**src/rtl/histo_ram_sched_if.sv**
```systemverilog
// Bus between the histogram RAM scheduler and its surroundings (ADC stream, RAM port A, UART tx FSM).
// The sat_flag member exists only when HISTO_SATURATE_EN is defined.
interface histo_ram_sched_if #(
  parameter int WIDTH_DATA  = 16,
  parameter int LENGTH_ADDR = 10,
  parameter int NSAMP_WIDTH = 32
);
  logic                   start;
  logic [NSAMP_WIDTH-1:0] n_samples;
  logic                   adc_valid;
  logic [LENGTH_ADDR-1:0] adc_code;
  logic                   adc_ready;
  logic                   ram_wen;
  logic [LENGTH_ADDR-1:0] ram_addr_a;
  logic [WIDTH_DATA-1:0]  ram_din_a;
  logic [WIDTH_DATA-1:0]  ram_dout_a;
  logic                   tx_run;
  logic                   tx_done;
  logic                   busy;
  logic [1:0]             phase;
  logic                   done;
`ifdef HISTO_SATURATE_EN
  logic                   sat_flag;
`endif

  modport master (
    input  start, n_samples, adc_valid, adc_code, ram_dout_a, tx_done,
    output adc_ready, ram_wen, ram_addr_a, ram_din_a, tx_run, busy, phase, done
`ifdef HISTO_SATURATE_EN
    , output sat_flag
`endif
  );

  modport slave (
    output start, n_samples, adc_valid, adc_code, ram_dout_a, tx_done,
    input  adc_ready, ram_wen, ram_addr_a, ram_din_a, tx_run, busy, phase, done
`ifdef HISTO_SATURATE_EN
    , input sat_flag
`endif
  );
endinterface

```
**src/rtl/histo_ram_sched.sv**
```systemverilog
// Owner of the shared histogram RAM: ACQUIRE (read-modify-write bins), DUMP (UART reads port B), CLEAR.
// Define HISTO_SATURATE_EN to make bins saturate at all-ones and expose the sticky sat_flag.
module histo_ram_sched #(
  parameter int WIDTH_DATA  = 16,
  parameter int LENGTH_ADDR = 10,
  parameter int NSAMP_WIDTH = 32
) (
  input logic              clk,
  input logic              rst,
  histo_ram_sched_if.master bus
);
  localparam logic [LENGTH_ADDR-1:0] LAST_ADDR = '1;

  typedef enum logic [2:0] {
    S_IDLE,
    S_ACQ_RD,
    S_ACQ_WR,
    S_DUMP,
    S_CLEAR
  } state_e;

  state_e                 state_q, state_d;
  logic [NSAMP_WIDTH-1:0] n_samp_q, cnt_q, cnt_inc;
  logic [LENGTH_ADDR-1:0] code_q, clr_addr_q;
  logic [1:0]             phase_q;
  logic                   busy_q, done_q;
  logic [WIDTH_DATA-1:0]  bin_next;
  logic                   start_ok;

  function automatic logic [1:0] phase_of(state_e s);
    case (s)
      S_ACQ_RD, S_ACQ_WR: phase_of = 2'b01;
      S_DUMP:             phase_of = 2'b10;
      S_CLEAR:            phase_of = 2'b11;
      default:            phase_of = 2'b00;
    endcase
  endfunction

  assign start_ok = (state_q == S_IDLE) && bus.start;
  assign cnt_inc  = cnt_q + NSAMP_WIDTH'(1);

`ifdef HISTO_SATURATE_EN
  assign bin_next = (&bus.ram_dout_a) ? bus.ram_dout_a : bus.ram_dout_a + WIDTH_DATA'(1);
`else
  assign bin_next = bus.ram_dout_a + WIDTH_DATA'(1);
`endif

  // NOTE: sequential state uses non-blocking assignments so every register samples pre-edge values.
  always_ff @(posedge clk or negedge rst) begin
    if (!rst) state_q <= S_IDLE;
    else      state_q <= state_d;
  end

  // NOTE: every combinational output gets a default first, so no path can infer a latch.
  always_comb begin
    state_d = state_q;
    case (state_q)
      S_IDLE:   if (bus.start) state_d = (bus.n_samples == '0) ? S_DUMP : S_ACQ_RD;
      S_ACQ_RD: if (bus.adc_valid) state_d = S_ACQ_WR;
      S_ACQ_WR: state_d = (cnt_inc == n_samp_q) ? S_DUMP : S_ACQ_RD;
      S_DUMP:   if (bus.tx_done) state_d = S_CLEAR;
      S_CLEAR:  if (clr_addr_q == LAST_ADDR) state_d = S_IDLE;
      default:  state_d = S_IDLE;
    endcase
  end

  always_comb begin
    bus.adc_ready  = 1'b0;
    bus.ram_wen    = 1'b0;
    bus.ram_addr_a = '0;
    bus.ram_din_a  = '0;
    bus.tx_run     = 1'b0;
    case (state_q)
      S_ACQ_RD: begin
        bus.adc_ready = 1'b1;
        if (bus.adc_valid) bus.ram_addr_a = bus.adc_code;
      end
      S_ACQ_WR: begin
        // The read issued last cycle returns now; the write lands before the next read.
        bus.ram_wen    = 1'b1;
        bus.ram_addr_a = code_q;
        bus.ram_din_a  = bin_next;
      end
      S_DUMP:  bus.tx_run = 1'b1;
      S_CLEAR: begin
        bus.ram_wen    = 1'b1;
        bus.ram_addr_a = clr_addr_q;
      end
      default: ;
    endcase
  end

  always_ff @(posedge clk or negedge rst) begin
    if (!rst) begin
      n_samp_q   <= '0;
      cnt_q      <= '0;
      code_q     <= '0;
      clr_addr_q <= '0;
      phase_q    <= 2'b00;
      busy_q     <= 1'b0;
      done_q     <= 1'b0;
    end else begin
      // phase/busy are registered from the next state so they line up with state_q.
      phase_q <= phase_of(state_d);
      busy_q  <= (state_d != S_IDLE);
      done_q  <= (state_q == S_CLEAR) && (clr_addr_q == LAST_ADDR);
      if (start_ok) begin
        n_samp_q <= bus.n_samples;
        cnt_q    <= '0;
      end
      if (state_q == S_ACQ_RD && bus.adc_valid) code_q <= bus.adc_code;
      if (state_q == S_ACQ_WR) cnt_q <= cnt_inc;
      if (state_q == S_CLEAR) clr_addr_q <= clr_addr_q + LENGTH_ADDR'(1);
      else                    clr_addr_q <= '0;
    end
  end

  assign bus.phase = phase_q;
  assign bus.busy  = busy_q;
  assign bus.done  = done_q;

`ifdef HISTO_SATURATE_EN
  logic sat_q;

  always_ff @(posedge clk or negedge rst) begin
    if (!rst)                                            sat_q <= 1'b0;
    else if (start_ok)                                   sat_q <= 1'b0;
    else if (state_q == S_ACQ_WR && (&bus.ram_dout_a))   sat_q <= 1'b1;
  end

  assign bus.sat_flag = sat_q;
`endif
endmodule

```
**src/flat_wrapper.sv**
```systemverilog
// flat-port wrapper written by rule: the top's interface ports become plain ports
module histo_ram_sched_flat 
#(
  parameter int WIDTH_DATA  = 16,
  parameter int LENGTH_ADDR = 10,
  parameter int NSAMP_WIDTH = 32
)
  (clk, rst, bus_start, bus_n_samples, bus_adc_valid, bus_adc_code, bus_ram_dout_a, bus_tx_done, bus_adc_ready, bus_ram_wen, bus_ram_addr_a, bus_ram_din_a, bus_tx_run, bus_busy, bus_phase, bus_done);
  histo_ram_sched_if #(.WIDTH_DATA(WIDTH_DATA), .LENGTH_ADDR(LENGTH_ADDR), .NSAMP_WIDTH(NSAMP_WIDTH)) bus_i ();
  input logic clk;
  input logic rst;
  input wire logic [$bits(bus_i.start)-1:0] bus_start;
  input wire logic [$bits(bus_i.n_samples)-1:0] bus_n_samples;
  input wire logic [$bits(bus_i.adc_valid)-1:0] bus_adc_valid;
  input wire logic [$bits(bus_i.adc_code)-1:0] bus_adc_code;
  input wire logic [$bits(bus_i.ram_dout_a)-1:0] bus_ram_dout_a;
  input wire logic [$bits(bus_i.tx_done)-1:0] bus_tx_done;
  output wire logic [$bits(bus_i.adc_ready)-1:0] bus_adc_ready;
  output wire logic [$bits(bus_i.ram_wen)-1:0] bus_ram_wen;
  output wire logic [$bits(bus_i.ram_addr_a)-1:0] bus_ram_addr_a;
  output wire logic [$bits(bus_i.ram_din_a)-1:0] bus_ram_din_a;
  output wire logic [$bits(bus_i.tx_run)-1:0] bus_tx_run;
  output wire logic [$bits(bus_i.busy)-1:0] bus_busy;
  output wire logic [$bits(bus_i.phase)-1:0] bus_phase;
  output wire logic [$bits(bus_i.done)-1:0] bus_done;
  assign bus_i.start = bus_start;
  assign bus_i.n_samples = bus_n_samples;
  assign bus_i.adc_valid = bus_adc_valid;
  assign bus_i.adc_code = bus_adc_code;
  assign bus_i.ram_dout_a = bus_ram_dout_a;
  assign bus_i.tx_done = bus_tx_done;
  assign bus_adc_ready = bus_i.adc_ready;
  assign bus_ram_wen = bus_i.ram_wen;
  assign bus_ram_addr_a = bus_i.ram_addr_a;
  assign bus_ram_din_a = bus_i.ram_din_a;
  assign bus_tx_run = bus_i.tx_run;
  assign bus_busy = bus_i.busy;
  assign bus_phase = bus_i.phase;
  assign bus_done = bus_i.done;
  histo_ram_sched #(.WIDTH_DATA(WIDTH_DATA), .LENGTH_ADDR(LENGTH_ADDR), .NSAMP_WIDTH(NSAMP_WIDTH)) u_core (.clk(clk), .rst(rst), .bus(bus_i));
endmodule
```
**config.mk**
```make
export PLATFORM = sky130hd
export DESIGN_NAME = histo_ram_sched_flat
export DESIGN_NICKNAME = d
export VERILOG_FILES = /design/src/rtl/histo_ram_sched_if.sv /design/src/rtl/histo_ram_sched.sv /design/src/flat_wrapper.sv
export SDC_FILE = /design/constraint.sdc
export NUM_CORES = 1
export LEC_CHECK = 0
export ABC_AREA = 1
export ABC_CLOCK_PERIOD_IN_PS = 3400
export CAP_MARGIN = 20
export CORE_UTILIZATION = 37
export DETAILED_ROUTE_END_ITERATION = 8
export PLACE_DENSITY = 0.65
export SETUP_SLACK_MARGIN = 0.02
export SKIP_CTS_REPAIR_TIMING = 1
export SYNTH_ARGS = -nofsm -noshare
export SYNTH_HDL_FRONTEND = slang
export SYNTH_SLANG_ARGS = --single-unit
```
**constraint.sdc**
```tcl
create_clock -name clk -period 3.4 [get_ports clk]
set_input_delay 0.34 -clock clk [delete_from_list [all_inputs] [get_ports clk]]
set_output_delay 0.34 -clock clk [all_outputs]
set_load 0.01 [all_outputs]
```
==> results.py <==
metrics = {
    "status": {
        "status": "finished clean",
    },
    "clocking": {
        "numCtsBuffers": 9,
        "clk_pin_slew_ps": 70,
        "cts_tree": "built",
        "cts_sinks": 91,
        "cts_buffer_depth": 2,
        "cts-root-buf": "clkbuf_16",
        "cts_max_level": 3,
        "clk_latency_ps": 350,
    },
    "synth": {
        "yosysMostFrequentCell": "nand2_1",
        "syn_nets": 915,
        "synth_cells": 849,
        "syn_area_per_cell_um2": 6.74,
        "synth_largest_area_cell": "dfrtp_1",
        "synthTopCellsByCount": "nand2_1 (278), inv_1 (119), nor2_1 (99)",
        "synth-async-reset-ratio_pct": 100,
        "synth-seq-cells": 91,
        "synth_edf_count": 0,
        "ys.flop_type": "dfrtp_1",
        "yosysSeqAreaShare_pct": 39.8,
        "yosys.area.top_type_share_pct": 39.8,
        "netlist-cell-type-count": 33,
        "yosys-top-cells-area": "dfrtp_1 (40%), nand2_1 (18%), inv_1 (7.8%)",
        "yosysWarnings": 0,
        "synthesis.area_mm2": 0.00572,
    },
    "finish": {
        "syn_to_final_growth_pct": 25.6,
        "antennaDiodeCount": 0,
        "final_util_pct": 47.5,
        "nets": 1010,
        "drive_above_1_share_pct": 5.37,
    },
    "routing": {
        "dr.pass1.iters": 5,
        "routed_wl_mm": 15.1,
        "vias_per_cell": 4.92,
        "num_vias": 5589,
        "drt-initial-drc-count": 301,
        "drc": 0,
        "wl_per_cell_um": 13.2,
        "postRouteAntennaNets": 0,
    },
    "setup_path": {
        "rr_endpoint": "u_core.bus.phase[1]",
        "cp-end-kind": "primary output",
        "critPathKind": "input port to primary output",
        "cp.required_ps": 3060,
        "crit_arrival_ps": 2800,
        "crit_path_start_kind": "input port",
        "rr_startpoint": "u_core.cnt_q[0]",
        "cp_max_fo": 5,
        "worst-r2r-cell-count": 17,
        "rrSetupSlack_ps": 1000,
    },
    "sta": {
        "fin_tns_setup_ps": 0,
        "slew_headroom_pct": 34.1,
        "hold_viol": 0,
        "setup_viol": 0,
        "rsz0062_at_grt": "false",
        "worst_pin_slew_ps": 988,
        "setup_slack_ps": 258,
        "min_period_ps": 3140,
        "fin_hold_ws_ps": 125,
        "fin_crit_sh_pct": 92.4,
        "clock.fmax_ghz": 0.318,
        "fin_skew_ps": 11.1,
        "slew_violations": 0,
    },
    "die": {
        "num_rows": 45,
        "core_area_mm2": 0.0151,
        "initial_core_util_pct": 37.8,
        "die_w_um": 126,
        "io_pins": 96,
        "fp.dieH_um": 126,
        "dieArea_mm2": 0.0160,
    },
    "grt": {
        "grt_max_degree": 75,
        "grt-ovfl-total": 0,
        "grt_pass1_vias": 5135,
        "grt_usage_pct": 19.8,
        "antenna_found_initial": 0,
        "grt_pass1_wl_mm": 25.0,
    },
    "power": {
        "clockPowerShare_pct": 24.3,
        "netSwitchingPower_mw": 1.51,
        "p_int_mw": 2.51,
        "power.leakage_nw": 3.30,
        "peakVddDrop_uv": 365,
        "power.density_mw_per_mm2": 559,
        "p_comb_share_pct": 36.9,
        "pwr-share-seq_pct": 38.8,
        "p_total_mw": 4.02,
        "p_sw_share_pct": 37.6,
    },
    "placement": {
        "io_buffers": 95,
        "dp_slack_ps": 152,
        "dp_hpwl_mm": 11.3,
        "routabilityCongestion": 0.834,
    },
    "worst_hold_path": {
        "hold_path.class": "input port to asynchronous set/reset pin",
    },
    "flow_run": {
        "cap_violations": 0,
    },
}
metrics by stage:
stage / cell area, um^2 / cells
6_report: 7190 / 1137
5_1_grt: 7190 / 1137
4_1_cts: 7190 / 1137
3_5_place_dp: 6900 / 1121
3_3_place_gp: 6900 / 1121
2_1_floorplan: 5720 / 849
area by class of cell:
class                   instances  area (um^2)
clock inverters                 7         61.3
multi-input cells             619         2940
fillers                      1517         7950
repair buffers                102         1000
well taps                     188          235
flip-flops and latches         91         2280
clock buffers                   9          225
inverters                     121          454
power by group through the flow:
stage	clock, mW	combinational (mW)	sequential (mW)
after floorplan	0	0.931	1.51
after global placement	0	1.48	1.57
after detailed placement	0	1.50	1.57
after CTS	1.01	1.50	1.56
after global routing	1.04	1.68	1.59
final	0.976	1.48	1.56
cells by family (layout without fill, tap and decap cells):
logic type               after synthesis  after routing  share of synthesized area [%]
adder cells (fa/ha/maj)                3              3                          0.656
flip-flops                            91             91                           39.8
buffers and inverters                139            239                           9.11
AND/OR/NAND/NOR                      501            501                           38.5
AO/OA/AOI/OAI                        110            110                           10.9
XOR/XNOR                               5              5                           1.01
worst max-delay path: stages:
cell             delay, ps
clkdlybuf4s50_1        530
and3_1                 190
nand2_1                 70
nor2_1                 130
nand2_1                 80
nor2_1                 130
nand2_1                110
nor3_2                 200
nand2_1                120
nor2_1                 130
nand2_1                 80
a21oi_1                140
clkdlybuf4s50_1        540
state kept, by name, indices dropped and copies added, names as in the netlist:
name,cells
u_core.cnt_q,32
u_core.state_q,3
u_core.clr_addr_q,10
u_core.bus.done,1
u_core.n_samp_q,32
u_core.bus.busy,1
u_core.code_q,10
u_core.bus.phase,2
how the worst max path moves through the flow:
stage / start / endpoint / depth (start not counted)
floorplan: bus_ram_dout_a[0] / bus_ram_din_a[15] / 11
global placement: bus_ram_dout_a[2] / bus_ram_din_a[15] / 13
detailed placement: bus_ram_dout_a[2] / bus_ram_din_a[15] / 13
CTS: bus_ram_dout_a[2] / bus_ram_din_a[15] / 13
global route: bus_ram_dout_a[2] / bus_ram_din_a[15] / 13
finish: bus_ram_dout_a[2] / bus_ram_din_a[15] / 13
placed cells by master (no fill, tap or decap), drive strengths merged, types with 8 or more instances in the layout:
| cell | Yosys | final |
|---|---|---|
| nand3b | 16 | 16 |
| a21oi | 13 | 13 |
| clkdlybuf4s50 | 0 | 94 |
| inv | 121 | 124 |
| nor2 | 110 | 110 |
| dfrtp | 91 | 91 |
| o21ai | 59 | 59 |
| nor3 | 10 | 10 |
| buf | 0 | 8 |
| nand3 | 65 | 65 |
| clkbuf | 18 | 9 |
| o22ai | 22 | 22 |
| o221ai | 8 | 8 |
| nand2 | 286 | 286 |
layer usage:
layer	global-route usage, %	vias to the layer above	share of wire, %	routed length [um]
met5	0	-	0	0
met4	4.61	0	0.96	144
met3	3.84	11	3.7	561
met2	33.1	117	47	7110
met1	26.5	2558	48	7250
li1	-	2903	-	-
No activity file was read; power rests on OpenSTA's default activity.
